### src/rtl/mem_port_arbiter_if.sv
// Request/grant/read-data bundle shared by the fetch requester, the load/store
// requester and the single-port memory behind mem_port_arbiter.
interface mem_port_arbiter_if #(
    parameter int ADDR_W = 32,
    parameter int DATA_W = 32
);
    logic              if_req;
    logic [ADDR_W-1:0] if_addr;
    logic              if_gnt;
    logic              if_rvalid;
    logic [DATA_W-1:0] if_rdata;

    logic              d_req;
    logic              d_we;
    logic [ADDR_W-1:0] d_addr;
    logic [DATA_W-1:0] d_wdata;
    logic [2:0]        d_size;
    logic              d_gnt;
    logic              d_rvalid;
    logic [DATA_W-1:0] d_rdata;

    logic              mem_en;
    logic              mem_we;
    logic [ADDR_W-1:0] mem_addr;
    logic [DATA_W-1:0] mem_wdata;
    logic [2:0]        mem_size;
    logic [DATA_W-1:0] mem_rdata;

    // Requesters and memory side
    modport master (
        output if_req, if_addr, d_req, d_we, d_addr, d_wdata, d_size, mem_rdata,
        input  if_gnt, if_rvalid, if_rdata, d_gnt, d_rvalid, d_rdata,
        input  mem_en, mem_we, mem_addr, mem_wdata, mem_size
    );

    // Arbiter side
    modport slave (
        input  if_req, if_addr, d_req, d_we, d_addr, d_wdata, d_size, mem_rdata,
        output if_gnt, if_rvalid, if_rdata, d_gnt, d_rvalid, d_rdata,
        output mem_en, mem_we, mem_addr, mem_wdata, mem_size
    );
endinterface

### src/rtl/mem_port_arbiter.sv
// Fetch vs load/store arbiter for one single-port memory, one outstanding read.
// Optional stall-cycle counter enabled by defining ARB_PERF_CNT_EN.
module mem_port_arbiter #(
    parameter int ADDR_W     = 32,
    parameter int DATA_W     = 32,
    parameter int MEM_LAT    = 1,
    parameter int STARVE_MAX = 4
) (
    input  logic                  clk,
    input  logic                  rst,
    mem_port_arbiter_if.slave     bus,
    output logic                  stall_o,
    output logic [31:0]           perf_stall_cnt
);
    localparam int LAT_W = $clog2(MEM_LAT + 1);
    localparam int SC_W  = $clog2(STARVE_MAX + 1);
    localparam logic [LAT_W-1:0] LAT_LAST = LAT_W'(MEM_LAT);
    localparam logic [SC_W-1:0]  SC_MAX   = SC_W'(STARVE_MAX);

    typedef enum logic {IDLE, RD_WAIT} state_t;

    state_t           state_q, state_d;
    logic [LAT_W-1:0] lat_q, lat_d;
    logic             owner_if_q, owner_if_d;
    logic [SC_W-1:0]  starve_q, starve_d;

    logic rd_done, arb_ok, fetch_win, data_win;

    assign rd_done   = (state_q == RD_WAIT) && (lat_q == LAT_LAST);
    assign arb_ok    = (state_q == IDLE) || rd_done;
    assign fetch_win = arb_ok && bus.if_req && (!bus.d_req || (starve_q == SC_MAX));
    assign data_win  = arb_ok && bus.d_req && !fetch_win;

    always_ff @(posedge clk) begin
        if (!rst) begin
            state_q    <= IDLE;
            lat_q      <= '0;
            owner_if_q <= 1'b0;
            starve_q   <= '0;
        end else begin
            state_q    <= state_d;
            lat_q      <= lat_d;
            owner_if_q <= owner_if_d;
            starve_q   <= starve_d;
        end
    end

    always_comb begin
        state_d    = state_q;
        lat_d      = lat_q;
        owner_if_d = owner_if_q;
        starve_d   = starve_q;

        if (state_q == RD_WAIT)
            lat_d = lat_q + LAT_W'(1);

        // A grant in the final wait cycle starts the next read back-to-back
        if (fetch_win || (data_win && !bus.d_we)) begin
            state_d    = RD_WAIT;
            lat_d      = LAT_W'(1);
            owner_if_d = fetch_win;
        end else if (rd_done) begin
            state_d = IDLE;
            lat_d   = '0;
        end

        if (!bus.if_req || fetch_win)
            starve_d = '0;
        else if (data_win && (starve_q != SC_MAX))
            starve_d = starve_q + SC_W'(1);
    end

    logic if_rv, d_rv;

    always_comb begin
        bus.if_gnt    = 1'b0;
        bus.d_gnt     = 1'b0;
        bus.mem_en    = 1'b0;
        bus.mem_we    = 1'b0;
        bus.mem_addr  = '0;
        bus.mem_wdata = '0;
        bus.mem_size  = '0;
        if_rv         = 1'b0;
        d_rv          = 1'b0;
        stall_o       = 1'b0;

        // Every output is forced low while reset is held
        if (rst) begin
            bus.if_gnt = fetch_win;
            bus.d_gnt  = data_win;
            bus.mem_en = fetch_win || data_win;
            if (fetch_win) begin
                bus.mem_addr = bus.if_addr;
                bus.mem_size = 3'b010;
            end else if (data_win) begin
                bus.mem_we    = bus.d_we;
                bus.mem_addr  = bus.d_addr;
                bus.mem_wdata = bus.d_wdata;
                bus.mem_size  = bus.d_size;
            end
            if_rv   = rd_done && owner_if_q;
            d_rv    = rd_done && !owner_if_q;
            stall_o = (bus.if_req && !fetch_win) || (bus.d_req && !data_win) ||
                      ((state_q == RD_WAIT) && !rd_done);
        end
    end

    assign bus.if_rvalid = if_rv;
    assign bus.d_rvalid  = d_rv;
    assign bus.if_rdata  = if_rv ? bus.mem_rdata : '0;
    assign bus.d_rdata   = d_rv  ? bus.mem_rdata : '0;

`ifdef ARB_PERF_CNT_EN
    logic [31:0] perf_q;

    always_ff @(posedge clk) begin
        if (!rst)
            perf_q <= '0;
        else if (stall_o)
            perf_q <= perf_q + 32'd1;
    end

    assign perf_stall_cnt = rst ? perf_q : '0;
`else
    assign perf_stall_cnt = '0;
`endif
endmodule

### src/flat_wrapper.sv
// flat-port wrapper written by rule: the top's interface ports become plain ports
module mem_port_arbiter_flat 
#(
    parameter int ADDR_W     = 32,
    parameter int DATA_W     = 32,
    parameter int MEM_LAT    = 1,
    parameter int STARVE_MAX = 4
)
  (clk, rst, stall_o, perf_stall_cnt, bus_if_req, bus_if_addr, bus_d_req, bus_d_we, bus_d_addr, bus_d_wdata, bus_d_size, bus_mem_rdata, bus_if_gnt, bus_if_rvalid, bus_if_rdata, bus_d_gnt, bus_d_rvalid, bus_d_rdata, bus_mem_en, bus_mem_we, bus_mem_addr, bus_mem_wdata, bus_mem_size);
  mem_port_arbiter_if #(.ADDR_W(ADDR_W), .DATA_W(DATA_W)) bus_i ();
  input  logic clk;
  input  logic rst;
  output logic stall_o;
  output logic [31:0] perf_stall_cnt;
  input wire logic [$bits(bus_i.if_req)-1:0] bus_if_req;
  input wire logic [$bits(bus_i.if_addr)-1:0] bus_if_addr;
  input wire logic [$bits(bus_i.d_req)-1:0] bus_d_req;
  input wire logic [$bits(bus_i.d_we)-1:0] bus_d_we;
  input wire logic [$bits(bus_i.d_addr)-1:0] bus_d_addr;
  input wire logic [$bits(bus_i.d_wdata)-1:0] bus_d_wdata;
  input wire logic [$bits(bus_i.d_size)-1:0] bus_d_size;
  input wire logic [$bits(bus_i.mem_rdata)-1:0] bus_mem_rdata;
  output wire logic [$bits(bus_i.if_gnt)-1:0] bus_if_gnt;
  output wire logic [$bits(bus_i.if_rvalid)-1:0] bus_if_rvalid;
  output wire logic [$bits(bus_i.if_rdata)-1:0] bus_if_rdata;
  output wire logic [$bits(bus_i.d_gnt)-1:0] bus_d_gnt;
  output wire logic [$bits(bus_i.d_rvalid)-1:0] bus_d_rvalid;
  output wire logic [$bits(bus_i.d_rdata)-1:0] bus_d_rdata;
  output wire logic [$bits(bus_i.mem_en)-1:0] bus_mem_en;
  output wire logic [$bits(bus_i.mem_we)-1:0] bus_mem_we;
  output wire logic [$bits(bus_i.mem_addr)-1:0] bus_mem_addr;
  output wire logic [$bits(bus_i.mem_wdata)-1:0] bus_mem_wdata;
  output wire logic [$bits(bus_i.mem_size)-1:0] bus_mem_size;
  assign bus_i.if_req = bus_if_req;
  assign bus_i.if_addr = bus_if_addr;
  assign bus_i.d_req = bus_d_req;
  assign bus_i.d_we = bus_d_we;
  assign bus_i.d_addr = bus_d_addr;
  assign bus_i.d_wdata = bus_d_wdata;
  assign bus_i.d_size = bus_d_size;
  assign bus_i.mem_rdata = bus_mem_rdata;
  assign bus_if_gnt = bus_i.if_gnt;
  assign bus_if_rvalid = bus_i.if_rvalid;
  assign bus_if_rdata = bus_i.if_rdata;
  assign bus_d_gnt = bus_i.d_gnt;
  assign bus_d_rvalid = bus_i.d_rvalid;
  assign bus_d_rdata = bus_i.d_rdata;
  assign bus_mem_en = bus_i.mem_en;
  assign bus_mem_we = bus_i.mem_we;
  assign bus_mem_addr = bus_i.mem_addr;
  assign bus_mem_wdata = bus_i.mem_wdata;
  assign bus_mem_size = bus_i.mem_size;
  mem_port_arbiter #(.ADDR_W(ADDR_W), .DATA_W(DATA_W), .MEM_LAT(MEM_LAT), .STARVE_MAX(STARVE_MAX)) u_core (.clk(clk), .rst(rst), .bus(bus_i), .stall_o(stall_o), .perf_stall_cnt(perf_stall_cnt));
endmodule
### config.mk
export PLATFORM = sky130hd
export DESIGN_NAME = mem_port_arbiter_flat
export DESIGN_NICKNAME = d
export VERILOG_FILES = /design/src/rtl/mem_port_arbiter_if.sv /design/src/rtl/mem_port_arbiter.sv /design/src/flat_wrapper.sv
export SDC_FILE = /design/constraint.sdc
export NUM_CORES = 1
export LEC_CHECK = 0
export CELL_PAD_IN_SITES_DETAIL_PLACEMENT = 2
export CELL_PAD_IN_SITES_GLOBAL_PLACEMENT = 2
export CORE_MARGIN = 2
export CORE_UTILIZATION = 10
export DETAILED_ROUTE_END_ITERATION = 7
export HOLD_SLACK_MARGIN = 0.1
export PLACE_DENSITY = 0.87
export REMOVE_ABC_BUFFERS = 1
export SETUP_SLACK_MARGIN = 0.5
export SYNTH_ARGS = -nofsm -noshare
export SYNTH_HDL_FRONTEND = slang
export SYNTH_SLANG_ARGS = --single-unit
### constraint.sdc
create_clock -name clk -period 4.8 [get_ports clk]
set_clock_uncertainty 0.2 [all_clocks]
set_input_delay 0.96 -clock clk [delete_from_list [all_inputs] [get_ports clk]]
set_output_delay 0.96 -clock clk [all_outputs]
set_load 0.05 [all_outputs]
Word-level counts from Yosys, hierarchy flattened
Cells that the tools add are included.
W data, S select, Z words.

word-level totals
  register bits after elaboration = 6
  logic and storage cells = 64
  input port bits = 136

operators by class
  equality and inequality tests = 2
  bitwise logic cells = 2
  reductions and logical operators = 29
  add/subtract/negate cells = 2
  muxes and demuxes = 25

operator list
  cell                   count
  $mux W32               8
  $mux W1                14
  $logic_and A1 B1 Y1    12
  $mux W3                3
  $logic_not A1 Y1       7
  $logic_or A1 B1 Y1     7
  $add A3 B1 Y3 const B  1
  $eq A3 B3 Y1 const B   1
  $ne A3 B3 Y1 const B   1
  $reduce_bool A3 Y1     1
  $not A1 Y1             2
  $reduce_bool A2 Y1     1
  $reduce_or A2 Y1       1
  $add A1 B1 Y1 const B  1

Logic depth before layout (Yosys ltp)
  depth after elaboration = 11
  gate-level depth with buffers = 7

Least setup slack after synthesis
No wires, ideal clock.

  path kind = input to output
  start point = input bus_if_req
  end point = output bus_mem_en
  slack = 1.035 ns
  stages = 4
  buffers on the path = 2
  arrival = 2.605 ns
  required time = 3.640 ns
  cell sequence = buf_6 clkinv_1 clkbuf_1 a211oi_1

on the way
  word-level cells in the longest chain between the ends = 6

ends and longest elaborated chain
  item                                 line                    source
  start, declared                      flat_wrapper.sv:15      input wire logic [$bits(bus_i.if_req)-1:0] bus_if_req;
  $logic_and A1 B1 Y1 * (2 in series)  mem_port_arbiter.sv:31  assign fetch_win = arb_ok && bus.if_req && (!bus.d_req || (starve_q == SC_MAX));
  $logic_not A1 Y1                     mem_port_arbiter.sv:32  assign data_win = arb_ok && bus.d_req && !fetch_win;
  $logic_and A1 B1 Y1                  mem_port_arbiter.sv:32
  $logic_or A1 B1 Y1 *                 mem_port_arbiter.sv:91  bus.mem_en = fetch_win || data_win;
  $mux W1 *                            mem_port_arbiter.sv:88  if (rst) begin
  end, declared                        flat_wrapper.sv:29      output wire logic [$bits(bus_i.mem_en)-1:0] bus_mem_en;

Mark *: on every way between the ends. The rest lies on a longest branch, timed or not.

Worst setup path after layout
  start point = input bus_d_req
  end point = output bus_mem_addr[14]

on the way
  word-level cells in the longest chain between the ends = 8

ends and longest elaborated chain
  item                 line                    source
  start, declared      flat_wrapper.sv:17      input wire logic [$bits(bus_i.d_req)-1:0] bus_d_req;
  $logic_not A1 Y1     mem_port_arbiter.sv:31
  $logic_or A1 B1 Y1   mem_port_arbiter.sv:31
  $logic_and A1 B1 Y1  mem_port_arbiter.sv:31
  $logic_not A1 Y1     mem_port_arbiter.sv:32
  $logic_and A1 B1 Y1  mem_port_arbiter.sv:32
  $mux W32             mem_port_arbiter.sv:95  end else if (data_win) begin
  $mux W32 *           mem_port_arbiter.sv:92  if (fetch_win) begin
  $mux W32 *           mem_port_arbiter.sv:88
  end, declared        flat_wrapper.sv:31      output wire logic [$bits(bus_i.mem_addr)-1:0] bus_mem_addr;

Marked as above.

==> out/results.tsv <==
stage	metric	value	unit
outcome	status	completed	
place	portBuffers	273	
sta	fin_setup_tns	0	ns
sta	hold_violations	0	
final_layout	fill_cells	2419	
pwr	vdd_drop_max	76.5	uV
route	initialDrtViolationCount	141	
global_route	track_usage	11.5	%
synth	synthTopCellsByCount	84 x and2_1, 37 x a21oi_1, 34 x nand4_1	
floorplanning	die_h	149	um
final_layout	nets	705	
synth	yosysSeqAreaShare	5.69	%
floorplanning	coreArea	0.0209	mm2
floorplanning	start_util	10.1	%
route	drt_first_pass_iters	4	
sta	maxSlewHeadroom	49.9	%
synth	yosysMostFrequentCell	and2_1	
pwr	power_density	141	mW/mm2
global_route	antenna_found_initial	0	
clocking	h-tree-depth	1	
sta	slew_violations	0	
setup_path	crit_path_end_kind	output port	
final_layout	post-route-util	24.9	%
global_route	grt_pass1_vias	3424	
hold_path	hold_class	reg2reg	
clocking	clk_path_buf_depth	2	
setup_path	start_kind	input pin	
setup_path	cp.arrival	2.84	ns
final_layout	multiInputGateArea	0.00166	mm2
synth	synth-async-reset-ratio	0	%
clocking	cts_hold_buf	0	
setup_path	crit_fanout	18	
setup_path	worstPathRequired	3.64	ns
job	cap_violations	0	
setup_path	reg2reg_depth	3	
sta	fin_crit_sh	83.3	%
clocking	postCtsSetupBuffers	0	
global_route	grt_max_degree	42	
clocking	cts_made_buffers	3	
final_layout	register_area	120	um2
global_route	grt_first_pass_wirelength	20200	um
clocking	cts_tree	built	
place	routabilityCongestion	0.738	
sta	finalSetupViolations	0	
synth	synth.area.top_cells	and2_1 25%, o2111ai_1 13%, buf_4 11%	
synth	yosysWarningCount	0	
route	drt-wirelength-per-cell	16.5	um
route	routed_wl	13800	um
clocking	clock_latency	0.23	ns
synth	synth_area_leader_cell	and2_1	
floorplanning	die_w	149	um
route	vias	3266	
synth	yosysTopAreaCellShare	24.9	%
final_layout	syn_to_final_growth	146	%
floorplanning	die-area	0.0223	mm2
final_layout	final_cell_count_no_fill	840	
sta	rsz0062_at_grt	no	
pwr	p_leak	0.00217	uW
final_layout	n_antenna_cell	0	
final_layout	drive_above_1_share	31.3	%
synth	synth_edf_count	0	
synth	ys_ff_latch	6	
synth	synthFlopType	dfxtp_1	
sta	fmax	250	MHz
setup_path	critPathKind	in2out	
synth	synth.distinct_cells	31	
hold_path	hold_depth	2	
synth	synth_area_per_cell	6.68	um2
sta	worst_pin_slew	0.752	ns
clocking	clock-sinks	6	
sta	min_period	4.00	ns
synth	synth.cell_area	0.00211	mm2
clocking	root_buffer	clkbuf_16	
synth	syn_inst	316	
floorplanning	num_rows	53	
place	dp_hpwl	11500	um
route	remaining_drc_errors	0	
place	place_inst	837	
clocking	cts_resized	0	
route	detail-route-antenna-nets	0	
global_route	grt-ovfl-total	0	
route	viasPerCell	3.89	
floorplanning	pin_count	306	
clocking	clk_pin_slew	0.03	ns
[cell type report]
type	count	area share, %
Timing Repair Buffer	287	57.3
Clock buffer	3	1.44
Tap cell	275	6.61
Sequential cell	6	2.31
Multi-Input combinational cell	263	31.9
Inverter	6	0.433
[worst max-delay path, cell delays in order]
cell	delay (ns)
clkdlybuf4s50_1	0.49
a21bo_2	0.49
buf_4	0.33
nand4_1	0.14
a21oi_1	0.19
buf_4	0.23
[registers in the layout (all words and copies together), names as in the netlist]
register and count:
u_core.lat_q 1, u_core.state_q 1, u_core.starve_q 3, u_core.owner_if_q 1
[per-layer routing]
metal  vias to the layer above  global-route usage [%]  wire, um
li1                       1576                       -         -
met4                         0                    1.81       154
met3                        10                    2.29       672
met1                      1570                    13.3      5250
met2                       110                    22.1      7770
met5                         -                       0         0
[layout by cell type, fill, tap and decap left out, drive strengths merged, types with 2 or more instances in the layout]
| cell | synthesis | routed |
|---|---|---|
| and2 | 100 | 100 |
| nor2 | 5 | 5 |
| o2111ai | 32 | 32 |
| nand2 | 2 | 2 |
| dfxtp | 6 | 6 |
| ha | 2 | 2 |
| nand3 | 3 | 3 |
| o31a | 2 | 2 |
| nor2b | 2 | 2 |
| clkbuf | 32 | 3 |
| buf | 40 | 152 |
| nand4 | 34 | 34 |
| conb | 1 | 32 |
| clkdlybuf4s50 | 0 | 135 |
| inv | 5 | 5 |
| o31ai | 3 | 3 |
| a21oi | 37 | 37 |
[metrics by stage]
stage               hold WS, ns  setup WS, ns  total power [uW]  instance area (um2)
floorplan                 0.260         0.561               329                 1800
global placement          0.288         0.808               593                 5130
detailed placement        0.296         0.791               603                 5130
CTS                       0.302         0.783               739                 5200
global route              0.333         0.682               767                 5200
finish                    0.299         0.800               733                 5200
[worst paths after layout]
check | startpoint | to | slack, ns
hold / removal | u_core.starve_q[0] | u_core.starve_q[0] | 0.30
setup / recovery | bus_d_req | bus_mem_addr[14] | 0.80
hold reg to reg | u_core.starve_q[0] | u_core.starve_q[0] | 0.30
setup reg to reg | u_core.state_q | u_core.state_q | 2.87
[power breakdown]
group          leakage [uW]  internal [uW]  switching (uW)
combinational       0.00208            223             320
clock             0.0000370            107            27.1
sequential        0.0000492           53.1            2.75
total               0.00217            383             350
[kinds of logic after synthesis]
group | share of synthesized area, %
fa+ha+maj | 1.18
simple gates | 43.8
other cells | 0.178
xor+xnor | 0.415
buf+inv | 21.4
flops | 5.69
compound gates | 27.3
Note: power is estimated with default switching activity, not from simulation.
